==> config.mk <==
export PLATFORM = sky130hd
export DESIGN_NAME = video_timing_detector
export DESIGN_NICKNAME = d
export VERILOG_FILES = /design/src/rtl/video_timing_pkg.sv /design/src/rtl/sync_edge_detect.sv /design/src/rtl/video_timing_detector.sv
export SDC_FILE = /design/constraint.sdc
export NUM_CORES = 1
export LEC_CHECK = 0
export ABC_CLOCK_PERIOD_IN_PS = 7300
export CAP_MARGIN = 10
export CORE_MARGIN = 10
export CORE_UTILIZATION = 59
export DETAILED_ROUTE_END_ITERATION = 10
export PLACE_DENSITY = 0.83
export SYNTH_ARGS = -nofsm -noshare
export SYNTH_HDL_FRONTEND = slang
export SYNTH_HIERARCHICAL = 1
export SYNTH_SLANG_ARGS = --single-unit
==> constraint.sdc <==
create_clock -name clk -period 7.3 [get_ports clk]
set_clock_uncertainty 0.1 [all_clocks]
set_input_delay 0.73 -clock clk [delete_from_list [all_inputs] [get_ports clk]]
set_output_delay 0.73 -clock clk [all_outputs]
set_load 0.005 [all_outputs]
==> src/rtl/video_timing_pkg.sv <==
// Shared types for the video timing generator/detector pair: FSM states,
// the line/frame geometry record and a default 800x600 geometry.
package video_timing_pkg;

  typedef enum logic [1:0] {
    SEARCH  = 2'd0,
    MEASURE = 2'd1,
    LOCKED  = 2'd2
  } state_e;

  localparam int TW = 16;

  typedef struct packed {
    logic [TW-1:0] htotal;
    logic [TW-1:0] hactive;
    logic [TW-1:0] vtotal;
    logic [TW-1:0] vactive;
  } timing_t;

  localparam int DEF_HTOTAL  = 1056;
  localparam int DEF_HACTIVE = 800;
  localparam int DEF_VTOTAL  = 628;
  localparam int DEF_VACTIVE = 600;

  localparam timing_t TIMING_800X600 = '{
    htotal:  TW'(DEF_HTOTAL),
    hactive: TW'(DEF_HACTIVE),
    vtotal:  TW'(DEF_VTOTAL),
    vactive: TW'(DEF_VACTIVE)
  };

endpackage

==> src/rtl/sync_edge_detect.sv <==
// One-flop register of a synchronous input with combinational rise/fall
// pulses taken from the live input against the registered copy.
module sync_edge_detect (
  input  logic clk,
  input  logic rst,
  input  logic d,
  output logic q,
  output logic rise,
  output logic fall
);

  logic d_q, d_d;

  always_comb d_d = d;

  always_ff @(posedge clk or posedge rst) begin
    if (rst) d_q <= 1'b0;
    else     d_q <= d_d;
  end

  assign q    = d_q;
  assign rise = d & ~d_q;
  assign fall = ~d & d_q;

endmodule

==> src/rtl/video_timing_detector.sv <==
// Recovers active pixel coordinates from a DE/HSYNC/VSYNC stream, measures
// line/frame geometry and locks after LOCK_FRAMES consistent frames.
module video_timing_detector
  import video_timing_pkg::*;
#(
  parameter int HMAX        = 2048,
  parameter int VMAX        = 2048,
  parameter int LOCK_FRAMES = 2,
  parameter int HLEN        = $clog2(HMAX + 1),
  parameter int VLEN        = $clog2(VMAX + 1)
) (
  input  logic            clk,
  input  logic            rst,
  input  logic            i_de,
  input  logic            i_hsync,
  input  logic            i_vsync,
  output logic            o_de,
  output logic [HLEN-1:0] o_hcount,
  output logic [VLEN-1:0] o_vcount,
  output logic            o_frame_start,
  output logic            o_locked,
  output logic [HLEN-1:0] o_htotal,
  output logic [HLEN-1:0] o_hactive,
  output logic [VLEN-1:0] o_vtotal,
  output logic [VLEN-1:0] o_vactive,
  output logic            o_err
);

  localparam int              MW    = $clog2(LOCK_FRAMES + 1);
  localparam logic [HLEN-1:0] HSAT  = HLEN'(HMAX);
  localparam logic [VLEN-1:0] VSAT  = VLEN'(VMAX);
  localparam logic [MW-1:0]   MLOCK = MW'(LOCK_FRAMES);

  function automatic logic [HLEN-1:0] hinc(input logic [HLEN-1:0] x);
    return (x == HSAT) ? x : x + HLEN'(1);
  endfunction

  function automatic logic [VLEN-1:0] vinc(input logic [VLEN-1:0] x);
    return (x == VSAT) ? x : x + VLEN'(1);
  endfunction

  logic de_q, de_rise, de_fall, hs_rise, vs_rise;
  logic unused_hs_q, unused_hs_fall, unused_vs_q, unused_vs_fall, unused_geom;

  sync_edge_detect u_de (.clk(clk), .rst(rst), .d(i_de),
                         .q(de_q), .rise(de_rise), .fall(de_fall));
  sync_edge_detect u_hs (.clk(clk), .rst(rst), .d(i_hsync),
                         .q(unused_hs_q), .rise(hs_rise), .fall(unused_hs_fall));
  sync_edge_detect u_vs (.clk(clk), .rst(rst), .d(i_vsync),
                         .q(unused_vs_q), .rise(vs_rise), .fall(unused_vs_fall));

  state_e          state_q, state_d;
  logic [MW-1:0]   match_q, match_d;
  logic [HLEN-1:0] hcount_q, hcount_d;
  logic [VLEN-1:0] vcount_q, vcount_d;
  logic [HLEN-1:0] h_cnt_q, h_cnt_d;
  logic            line_valid_q, line_valid_d;
  logic [HLEN-1:0] href_q, href_d;
  logic            href_valid_q, href_valid_d;
  logic [VLEN-1:0] v_cnt_q, v_cnt_d;
  logic [HLEN-1:0] de_len_q, de_len_d;
  logic            run_valid_q, run_valid_d;
  logic [HLEN-1:0] dref_q, dref_d;
  logic [VLEN-1:0] vact_q, vact_d;
  logic            frame_bad_q, frame_bad_d;
  timing_t         base_q, base_d;
  timing_t         geom_q, geom_d;
  logic            locked_q, locked_d;
  logic            err_q, err_d;
  logic            fstart_q, fstart_d;

  // Frame summary as it stands including this cycle's closing edges, so a
  // line or de run ending on the vsync edge still belongs to the old frame.
  logic            line_close, run_close, href_valid_eff, bad_eff, frame_ok, ovf;
  logic [HLEN-1:0] href_eff, dref_eff;
  logic [VLEN-1:0] vact_eff, vtot_eff;
  timing_t         frame;

  always_comb begin
    line_close     = hs_rise & line_valid_q;
    run_close      = de_fall & run_valid_q;
    href_eff       = (line_close && !href_valid_q) ? h_cnt_q : href_q;
    href_valid_eff = href_valid_q | line_close;
    dref_eff       = (run_close && vact_q == '0) ? de_len_q : dref_q;
    vact_eff       = run_close ? vinc(vact_q) : vact_q;
    vtot_eff       = hs_rise ? vinc(v_cnt_q) : v_cnt_q;
    bad_eff        = frame_bad_q
                   | (line_close & href_valid_q & (h_cnt_q != href_q))
                   | (run_close & (vact_q != '0) & (de_len_q != dref_q));
    frame          = '{htotal: TW'(href_eff), hactive: TW'(dref_eff),
                       vtotal: TW'(vtot_eff), vactive: TW'(vact_eff)};
    frame_ok       = !bad_eff && (vact_eff != '0) && href_valid_eff;
  end

  always_comb begin
    hcount_d = hcount_q;
    vcount_d = vcount_q;
    de_len_d = de_len_q;
    if (de_rise)   hcount_d = '0;
    else if (i_de) hcount_d = hinc(hcount_q);
    if (vs_rise)      vcount_d = '0;
    else if (de_fall) vcount_d = vinc(vcount_q);
    if (de_rise)   de_len_d = HLEN'(1);
    else if (i_de) de_len_d = hinc(de_len_q);

    if (vs_rise) begin
      h_cnt_d      = hs_rise ? HLEN'(1) : '0;
      line_valid_d = hs_rise;
      href_d       = '0;
      href_valid_d = 1'b0;
      v_cnt_d      = '0;
      dref_d       = '0;
      vact_d       = '0;
      frame_bad_d  = 1'b0;
      run_valid_d  = de_rise;
    end else begin
      h_cnt_d      = hs_rise ? HLEN'(1) : hinc(h_cnt_q);
      line_valid_d = line_valid_q | hs_rise;
      href_d       = href_eff;
      href_valid_d = href_valid_eff;
      v_cnt_d      = vtot_eff;
      dref_d       = dref_eff;
      vact_d       = vact_eff;
      frame_bad_d  = bad_eff;
      run_valid_d  = run_valid_q | de_rise;
    end

    ovf = ((h_cnt_d == HSAT) && (h_cnt_q != HSAT)) ||
          ((v_cnt_d == VSAT) && (v_cnt_q != VSAT));
  end

  // state   | meaning
  // SEARCH  | waiting for a vsync edge to start measuring
  // MEASURE | counting consecutive matching frames toward lock
  // LOCKED  | geometry valid; each frame checked against the baseline
  always_comb begin
    state_d  = state_q;
    match_d  = match_q;
    base_d   = base_q;
    geom_d   = geom_q;
    err_d    = 1'b0;
    fstart_d = vs_rise;

    case (state_q)
      SEARCH: begin
        if (vs_rise) begin
          state_d = MEASURE;
          match_d = '0;
        end
      end
      MEASURE: begin
        if (vs_rise) begin
          if (!frame_ok) begin
            match_d = '0;
          end else begin
            base_d  = frame;
            match_d = (match_q == '0 || frame == base_q) ? match_q + MW'(1) : MW'(1);
            if (match_d == MLOCK) begin
              state_d = LOCKED;
              geom_d  = frame;
            end
          end
        end
      end
      LOCKED: begin
        if (vs_rise && (!frame_ok || frame != base_q)) begin
          err_d   = 1'b1;
          state_d = MEASURE;
          match_d = '0;
        end
      end
      default: state_d = SEARCH;
    endcase

    if (ovf) begin
      err_d   = 1'b1;
      state_d = SEARCH;
      match_d = '0;
    end

    locked_d = (state_d == LOCKED);
  end

  always_ff @(posedge clk or posedge rst) begin
    if (rst) begin
      state_q      <= SEARCH;
      match_q      <= '0;
      hcount_q     <= '0;
      vcount_q     <= '0;
      h_cnt_q      <= '0;
      line_valid_q <= 1'b0;
      href_q       <= '0;
      href_valid_q <= 1'b0;
      v_cnt_q      <= '0;
      de_len_q     <= '0;
      run_valid_q  <= 1'b0;
      dref_q       <= '0;
      vact_q       <= '0;
      frame_bad_q  <= 1'b0;
      base_q       <= '0;
      geom_q       <= '0;
      locked_q     <= 1'b0;
      err_q        <= 1'b0;
      fstart_q     <= 1'b0;
    end else begin
      state_q      <= state_d;
      match_q      <= match_d;
      hcount_q     <= hcount_d;
      vcount_q     <= vcount_d;
      h_cnt_q      <= h_cnt_d;
      line_valid_q <= line_valid_d;
      href_q       <= href_d;
      href_valid_q <= href_valid_d;
      v_cnt_q      <= v_cnt_d;
      de_len_q     <= de_len_d;
      run_valid_q  <= run_valid_d;
      dref_q       <= dref_d;
      vact_q       <= vact_d;
      frame_bad_q  <= frame_bad_d;
      base_q       <= base_d;
      geom_q       <= geom_d;
      locked_q     <= locked_d;
      err_q        <= err_d;
      fstart_q     <= fstart_d;
    end
  end

  assign o_de          = de_q;
  assign o_hcount      = hcount_q;
  assign o_vcount      = vcount_q;
  assign o_frame_start = fstart_q;
  assign o_locked      = locked_q;
  assign o_err         = err_q;
  assign o_htotal      = geom_q.htotal[HLEN-1:0];
  assign o_hactive     = geom_q.hactive[HLEN-1:0];
  assign o_vtotal      = geom_q.vtotal[VLEN-1:0];
  assign o_vactive     = geom_q.vactive[VLEN-1:0];
  assign unused_geom   = ^geom_q;

endmodule
After elaboration in Yosys (flattened, before gate mapping)
Index checks and enable logic that the tools add are counted.
W data, S select, Z words.
Storage, ports and cells
  flip-flop bits (word level): 206
  bits of input ports: 5
  output and inout port bits: 76
  logic and storage cells: 149
Operators by class
  $add $sub $neg: 7
  equality and inequality tests: 24
  mux-type cells: 44
  bitwise gates (word level): 19
  reductions and logical operators: 27
Operators by type and width (number)
  $mux W12: 22
  $eq A12 B12 Y1 const B: 8
  $add A12 B1 Y12 const B: 6
  $eq A48 B48 Y1: 1
  $ne A48 B48 Y1: 1
  $mux W2: 12
  $ne A12 B12 Y1: 2
  $ne A12 B12 Y1 const B: 2
  $reduce_bool A12 Y1: 2
  $logic_not A12 Y1: 1
  $pmux W2 S3: 2
  $and A1 B1 Y1: 10
  $ne A3 B3 Y1 const B: 3
  $mux W1: 8
  $reduce_and A4 Y1: 2
  $logic_and A1 B1 Y1: 7
  $eq A2 B2 Y1 const B: 3
  $ne A2 B2 Y1 const B: 3
  $reduce_and A2 Y1: 3
  $or A1 B1 Y1: 5
  $logic_not A2 Y1: 2
  $not A1 Y1: 4
  $reduce_bool A2 Y1: 2
  $reduce_bool A4 Y1: 1
  5 further kinds: 9

Longest topological paths before layout
Gate-level depths: netlist of the first run.
  word-level depth: 17
  depth in mapped cells: 16
  depth with buffers taken out: 12

Modules after synthesis
The synthesis of the first run kept the hierarchy.
Modules (own cells, without submodules)
  video_timing_detector: instances 1, cells each 1149, area each 10840.4 um2, seq. area each 5079.9 um2
  sync_edge_detect: instances 3, cells each 4, area each 43.8 um2, seq. area each 25.0 um2

Worst setup path before layout of the first run
OpenSTA, ideal clock, no wires.
  path type: input-to-reg
  from: input port i_de
  to: register geom_q, in the netlist o_htotal[10]
  setup time: 132 ps
  data arrival time: 3459 ps
  data required time: 7068 ps
  setup slack: 3609 ps
  cell stages on the path: 14
  path buffers: 4
  path through: and2b_2 buf_2 nand3_1 or3_1 and2_1 a221o_1 nor4_1 nand4_1 o31ai_2 and3b_1 buf_6 buf_12 buf_8 a21oi_2
Between the ends
  cells in the longest elaborated chain, start to end: 10
  elaborated cells between the ends (all ways): 18
  those cells by class: 2 x eq/ne; 3 x mux; 6 x bitwise; 7 x reduce/logical
Ends and longest elaborated chain
  start, declared: line video_timing_detector.sv:14  | input logic i_de,
  $not A1 Y1 (*): line sync_edge_detect.sv:23  | assign fall = ~d & d_q;
  $and A1 B1 Y1 (*): line sync_edge_detect.sv:23
  $and A1 B1 Y1 (*): line video_timing_detector.sv:81  | run_close = de_fall & run_valid_q;
  $logic_and A1 B1 Y1 / $and A1 B1 Y1 (equally long branches): line video_timing_detector.sv:84, video_timing_detector.sv:89
  $mux W12 / $and A1 B1 Y1 (equally long branches): line video_timing_detector.sv:84, video_timing_detector.sv:89
  $eq A48 B48 Y1 / $or A1 B1 Y1 (equally long branches): line video_timing_detector.sv:157, video_timing_detector.sv:89
  $logic_or A1 B1 Y1 / $logic_not A1 Y1 (equally long branches): line video_timing_detector.sv:157, video_timing_detector.sv:92
  $mux W2 / $logic_and A1 B1 Y1 (equally long branches): line video_timing_detector.sv:157, video_timing_detector.sv:92
  $eq A2 B2 Y1 / $logic_and A1 B1 Y1 (equally long branches): line video_timing_detector.sv:158, video_timing_detector.sv:92
  $reduce_and A4 Y1 (no line) (*)
  end signal, assigned: line video_timing_detector.sv:221  | geom_q <= geom_d;
  end, declared: line video_timing_detector.sv:67  | timing_t geom_q, geom_d;
Every way passes the cells marked *; elsewhere a longest branch is shown, timed or not.
A chain may end at the register's enable or synchronous reset.

Worst setup path after layout of the first run
  from: input port i_hsync
  to: register geom_q, in the netlist o_hactive[10]
Between the ends
  cells in the longest elaborated chain, start to end: 10
  elaborated cells between the ends (all ways): 18
  those cells by class: 2 x eq/ne; 3 x mux; 7 x bitwise; 6 x reduce/logical
Ends and longest elaborated chain
  start, declared: line video_timing_detector.sv:15  | input logic i_hsync,
  $and A1 B1 Y1 (*): line sync_edge_detect.sv:22  | assign rise = d & ~d_q;
  net hs_rise: line video_timing_detector.sv:42  | logic de_q, de_rise, de_fall, hs_rise, vs_rise;
  parallel branches: the longest is 8 deep, another holds $eq A48 B48 Y1
  $reduce_and A4 Y1 (no line) (*)
Mark *: on every way through the listed nets, which the timed path passes.

==> out/results.ini, run 1 <==
[outcome]
status = finished, final reports clean

[synth]
yosys_warnings = 6
syn-instance-count = 1159
syn_nets = 1181
avgSynthCellArea_um2 = 9.451
syn-cell-area_mm2 = 0.01095

[timing]
maxSlewHeadroom_pct = 31.55
period_share_pct = 72.89
fin_crit_ns = 5.321
worst_slew_pin_slew_ns = 1.027
rsz0062_at_grt = no
finalHoldViolCount = 0
setup_tns_ns = 0
setup_viol = 0
finalMaxSlewViolations = 0
fmax_mhz = 187.9

[placed_design]
hpwl_um = 19020
place_congestion = 0.9600
dpl_cell_area_mm2 = 0.01172
port_buffers = 80

[cts]
clk_path_buf_depth = 3
hold_buffers = 0
clk_pin_slew_worst_paths_ns = 0.06
postCtsSetupBuffers = 0
clockRootBuffer = clkbuf_16
ctsResizeCount = 0
cts_tree = done
cts.sinks = 206
cts_buffers = 23
worstSkewPairLatency_ns = 0.51
htreeDepth = 1

[min_path]
hold_path.startpoint = base_q[9]$_DFFE_PP0P_
hold_path.class = flop to flop

[drt]
wirelength_um = 27210
route.detailed.drc = 0
routedWlPerCell_um = 18.78
dr_total_vias = 8744
ant_nets = 0
drtPass1Iterations = 5
vias_per_cell = 6.035
drt_iter0_markers = 818

[pwr]
p_leak_nw = 5.576
power.total_w = 0.002948
peakVddDrop_uv = 194.6
p_per_area_mw_per_mm2 = 237.4

[floorplanning]
die_area_mm2 = 0.02442
die_y_um = 156.3
die_x_um = 156.3
core_mm2 = 0.01809
io_pins = 81
row_count = 49
initial_utilization_pct = 60.57

[critical_path]
required_ns = 7.64
critPathArrivalTime_ns = 5.66
crit_type = input pin to flop
start_kind = input pin
path_max_fanout = 51
crit_path_end_kind = flop
cp-startpoint = i_hsync
r2r_start = vact_q[0]$_DFF_PP0_

[global_route]
grt_start_max_net_pins = 151
grt_antenna_before_repair = 1
grt_usage_pct = 22.33
first_global_vias = 8553
grt_remaining_overflow = 0
grt_pass1_wl_um = 44930

[layout]
nFillCells = 1388
postLayoutCellArea_mm2 = 0.01242
regArea_mm2 = 0.005155
multi_input_area_mm2 = 0.005220
layout.nets = 1228
final_layout_size_suffix_gt1_share_pct = 7.875
area_growth_pct = 13.34

[run]
maxCapViolCount = 0

-- worst paths after layout --
kind / to / slack (ns) / cells past startpoint
setup / recovery: o_hactive[10]$_DFFE_PP0P_ / 1.98 / 14
hold / removal: base_q[9]$_DFFE_PP0P_ / 0.41 / 2
setup reg to reg: o_hactive[10]$_DFFE_PP0P_ / 2.26 / 13
hold reg to reg: base_q[9]$_DFFE_PP0P_ / 0.41 / 2
max in group asynchronous: vact_q[6]$_DFF_PP0_ / 4.96 / 3
min in group asynchronous: u_de/q$_DFF_PP0_ / 0.46 / 2
-- through the flow --
stage | setup WS (ns) | util, % | hold slack (ns) | cells
detailed placement | 1.548 | 64.79 | 0.3955 | 1410
CTS | 2.053 | 68.63 | 0.4085 | 1448
floorplan | 0.9309 | - | 0.2889 | 1159
global placement | 1.763 | 64.79 | 0.3802 | 1410
global route | 1.607 | 68.63 | 0.4371 | 1448
finish | 1.979 | 68.65 | 0.4052 | 1449
-- area by class of cell --
cell class                      instances  area share (%)
Antenna cell                            1         0.02016
Sequential cell                       206           41.52
Timing Repair Buffer                   87           6.873
Inverter                               52           1.633
Clock buffer                           31           5.039
Clock inverter                          7          0.5643
Multi-Input combinational cell        836           42.04
Tap cell                              229           2.308
-- worst max-delay path, stage by stage --
cell and delay (ns):
clkdlybuf4s50_1 0.48, nor2b_1 0.14, buf_4 0.28, and3b_1 0.72, mux2i_1 0.45, o22ai_1 0.20, a2111oi_2 0.39, and4_1 0.23
nand4_1 0.13, o31ai_2 0.43, and3b_4 0.77, buf_4 0.46, nor2_1 0.11, a21oi_2 0.12
-- layout by cell type, fill, tap and decap left out, types with 8 or more instances in the layout --
cell,n
nand3_1,29
nor4_1,19
or3_1,14
nor2_1,178
clkdlybuf4s50_1,80
nand4_1,21
nand2b_1,9
mux2i_1,18
a21oi_2,31
ha_1,17
o21ai_0,66
a21oi_1,54
nand2_1,93
and4_1,9
xor2_1,66
xnor2_1,49
a31oi_1,8
clkbuf_16,23
dfrtp_1,206
nor4b_1,8
nor3_1,20
and3_1,16
inv_1,51
-- where the power goes --
group | total, W | internal (W) | switching (W)
logic | 0.000540 | 0.000234 | 0.000307
registers | 0.00132 | 0.00122 | 0.000102
clock network | 0.00109 | 0.000634 | 0.000454
total | 0.00295 | 0.00209 | 0.000862
-- flip-flops by register name, indices dropped and copies added (netlist names), 2 cells and up --
register and flops:
de_len_q 12, o_vactive 12, o_vtotal 12, vact_q 12, o_htotal 12, dref_q 12, base_q 48, o_hcount 12
match_q 2, href_q 12, o_hactive 12, o_vcount 12, h_cnt_q 12, v_cnt_q 12, state_q 2
-- per-layer routing --
metal  vias up  track usage, %  wire [um]
li1       4108               -          -
met1      4270           30.57      11700
met2       316           35.57      12940
met3        50           4.002       1901
met4         0           6.742        668
met5         -               0          0
(Power assumes the default switching activity.)
==> run 2, diff against run 1 <==
ABC_CLOCK_PERIOD_IN_PS = 4750   (was 7300)
CORE_UTILIZATION = 54   (was 59)
PLACE_DENSITY = 0.8   (was 0.83)
clock period = 4.75 ns   (was 7.3 ns; I/O delays follow)
==> run 2 against run 1 <==
  * Register-to-register slack worse by 1.6 ns
  * Count of clock-buffer cells in the layout is 1 lower
  * Sequential power increased by 54%
  * Design area increased by 2.0%
  * Total power increased by 58%
  * First-iteration DRC count is 36% lower
  * Worst hold slack got worse by 0.16 ns
  * Non-clock buffer count rose by 11
  * Flip-flop and latch count did not move
  * Sequential share of layout area down 0.82 points
  * Critical path depth shrank 1
  * Die area rose by 8.0%
  * Critical endpoint is now o_vactive[5]$_DFFE_PP0P_
==> out/results.ini, run 2 (same netlist as run 1, synthesis figures left out) <==
[critical_path]
max_stage_delay_ns = 0.59
path_cells = inv_1 -> ha_1 -> nor4b_4 -> nand3_1 -> o21a_1 -> a221oi_1 -> o21ai_0 -> a31oi_1 -> nand2_1 -> and3b_4 -> buf_12 -> nor2_1 -> a21oi_1
critical_path.slowest_cell = a31oi_1
crit_buf_inv = 2
crit_type = flop to flop
path_delay_family = compound AO/OA/AOI/OAI gates
r2r_end = o_vactive[5]$_DFFE_PP0P_
reg2reg_depth = 13
cp-startpoint = vact_q[0]$_DFF_PP0_
required_ns = 5.08
ff2ff_setup_slack_ns = 0.62
crit_path_end_kind = flop
path_max_fanout = 57
r2r_start = vact_q[0]$_DFF_PP0_
start_kind = flop
critPathArrivalTime_ns = 4.46

[floorplanning]
die_x_um = 162.4
row_count = 52
die_area_mm2 = 0.02638
core_mm2 = 0.02010
io_pins = 81
initial_utilization_pct = 54.49
die_y_um = 162.4

[drt]
vias_per_cell = 5.751
routedWlPerCell_um = 18.65
drt_iter0_markers = 520
wirelength_um = 27990
drtPass1Iterations = 5
dr_total_vias = 8632
ant_nets = 0
route.detailed.drc = 0

[placed_design]
place_ws_ns = 0.3661
hpwl_um = 20140
place_congestion = 0.9841
port_buffers = 80

[global_route]
grt_start_max_net_pins = 88
first_global_vias = 8608
grt_remaining_overflow = 0
grt_antenna_before_repair = 0
grt_usage_pct = 20.86
grt_pass1_wl_um = 45310

[layout]
largest_reg_flops = 48
final_layout_size_suffix_gt1_share_pct = 8.936
layout_commonest_cell = dfrtp_1
antenna_cells = 0
final_cell_mix = dfrtp_1, nor2_1, nand2_1
area_growth_pct = 15.61
layout.nets = 1238
largest-register = base_q

[timing]
setup_viol = 0
worst_slack_ns = 0.6215
period_share_pct = 86.92
worst_slew_pin_slew_ns = 0.9350
maxSlewHeadroom_pct = 37.54
fmax_mhz = 242.2
finalMaxSlewViolations = 0
setup_tns_ns = 0
finalHoldViolCount = 0
rsz0062_at_grt = no
fin_crit_ns = 4.129

[pwr]
p_leak_nw = 5.675
p_per_area_mw_per_mm2 = 368.1
peakVddDrop_uv = 289.7

[min_path]
hold_path.class = input pin to asynchronous set/reset pin

[cts]
cts_tree = done
clk_path_buf_depth = 3
clk_pin_slew_worst_paths_ns = 0.06
hold_buffers = 0
htreeDepth = 1
ctsResizeCount = 0
cts_buffers = 22
worstSkewPairLatency_ns = 0.51
cts.sinks = 206
postCtsSetupBuffers = 0
clockRootBuffer = clkbuf_16

[outcome]
status = finished, final reports clean

[run]
maxCapViolCount = 0

[run 2: changes by cell type in the layout (fill, tap and decap cells not counted), sizes merged]
cell,previous run,this run
clkinvlp,1,2
clkinv,4,5
inv,53,51
diode,1,0
bufinv,1,3
clkbuf,31,30
buf,7,18
[run 2: report_power, final]
group	switching (W)	total (W)	internal, W
logic	0.000463	0.000830	0.000367
registers	0.000159	0.00203	0.00187
clock network	0.000710	0.00180	0.00109
total	0.00133	0.00466	0.00333
[run 2: layout make-up]
class                           count  area (um^2)
Clock inverter                      9        122.6
Clock buffer                       30        631.9
Fill cell                        1654         7440
Timing Repair Buffer               98        998.5
Multi-Input combinational cell    836         5220
Inverter                           52        198.9
Tap cell                          270        337.8
Sequential cell                   206         5155
[run 2: worst max path at each step]
| stage | end | slack (ns) | depth (start not counted) |
|---|---|---|---|
| CTS | o_locked$_DFF_PP0_ | 0.67 | 13 |
| floorplan | o_htotal[10]$_DFFE_PP0P_ | 1.28 | 15 |
| detailed placement | o_vactive[5]$_DFFE_PP0P_ | 0.37 | 13 |
| global placement | o_locked$_DFF_PP0_ | 0.46 | 14 |
| global route | base_q[0]$_DFFE_PP0P_ | 0.24 | 12 |
| finish | o_vactive[5]$_DFFE_PP0P_ | 0.62 | 13 |
[run 2: metrics by stage]
step / utilization, % / area (um^2) / instances / hold slack (ns) / total power (W)
2_1_floorplan: - / 10960 / 1159 / 0.1037 / 0.002596
3_3_place_gp: 59.24 / 11910 / 1462 / 0.3756 / 0.002862
3_5_place_dp: 59.24 / 11910 / 1462 / 0.3899 / 0.002881
4_1_cts: 62.99 / 12660 / 1501 / 0.2416 / 0.004685
5_1_grt: 62.99 / 12660 / 1501 / 0.2636 / 0.004865
6_report: 62.99 / 12660 / 1501 / 0.2449 / 0.004662
[run 2: routing by layer]
metal / share of wire, % / track usage, %
met1: 41 / 25.64
met2: 50 / 36.22
met3: 6.4 / 4.044
met4: 3.0 / 6.410
met5: 0 / 0
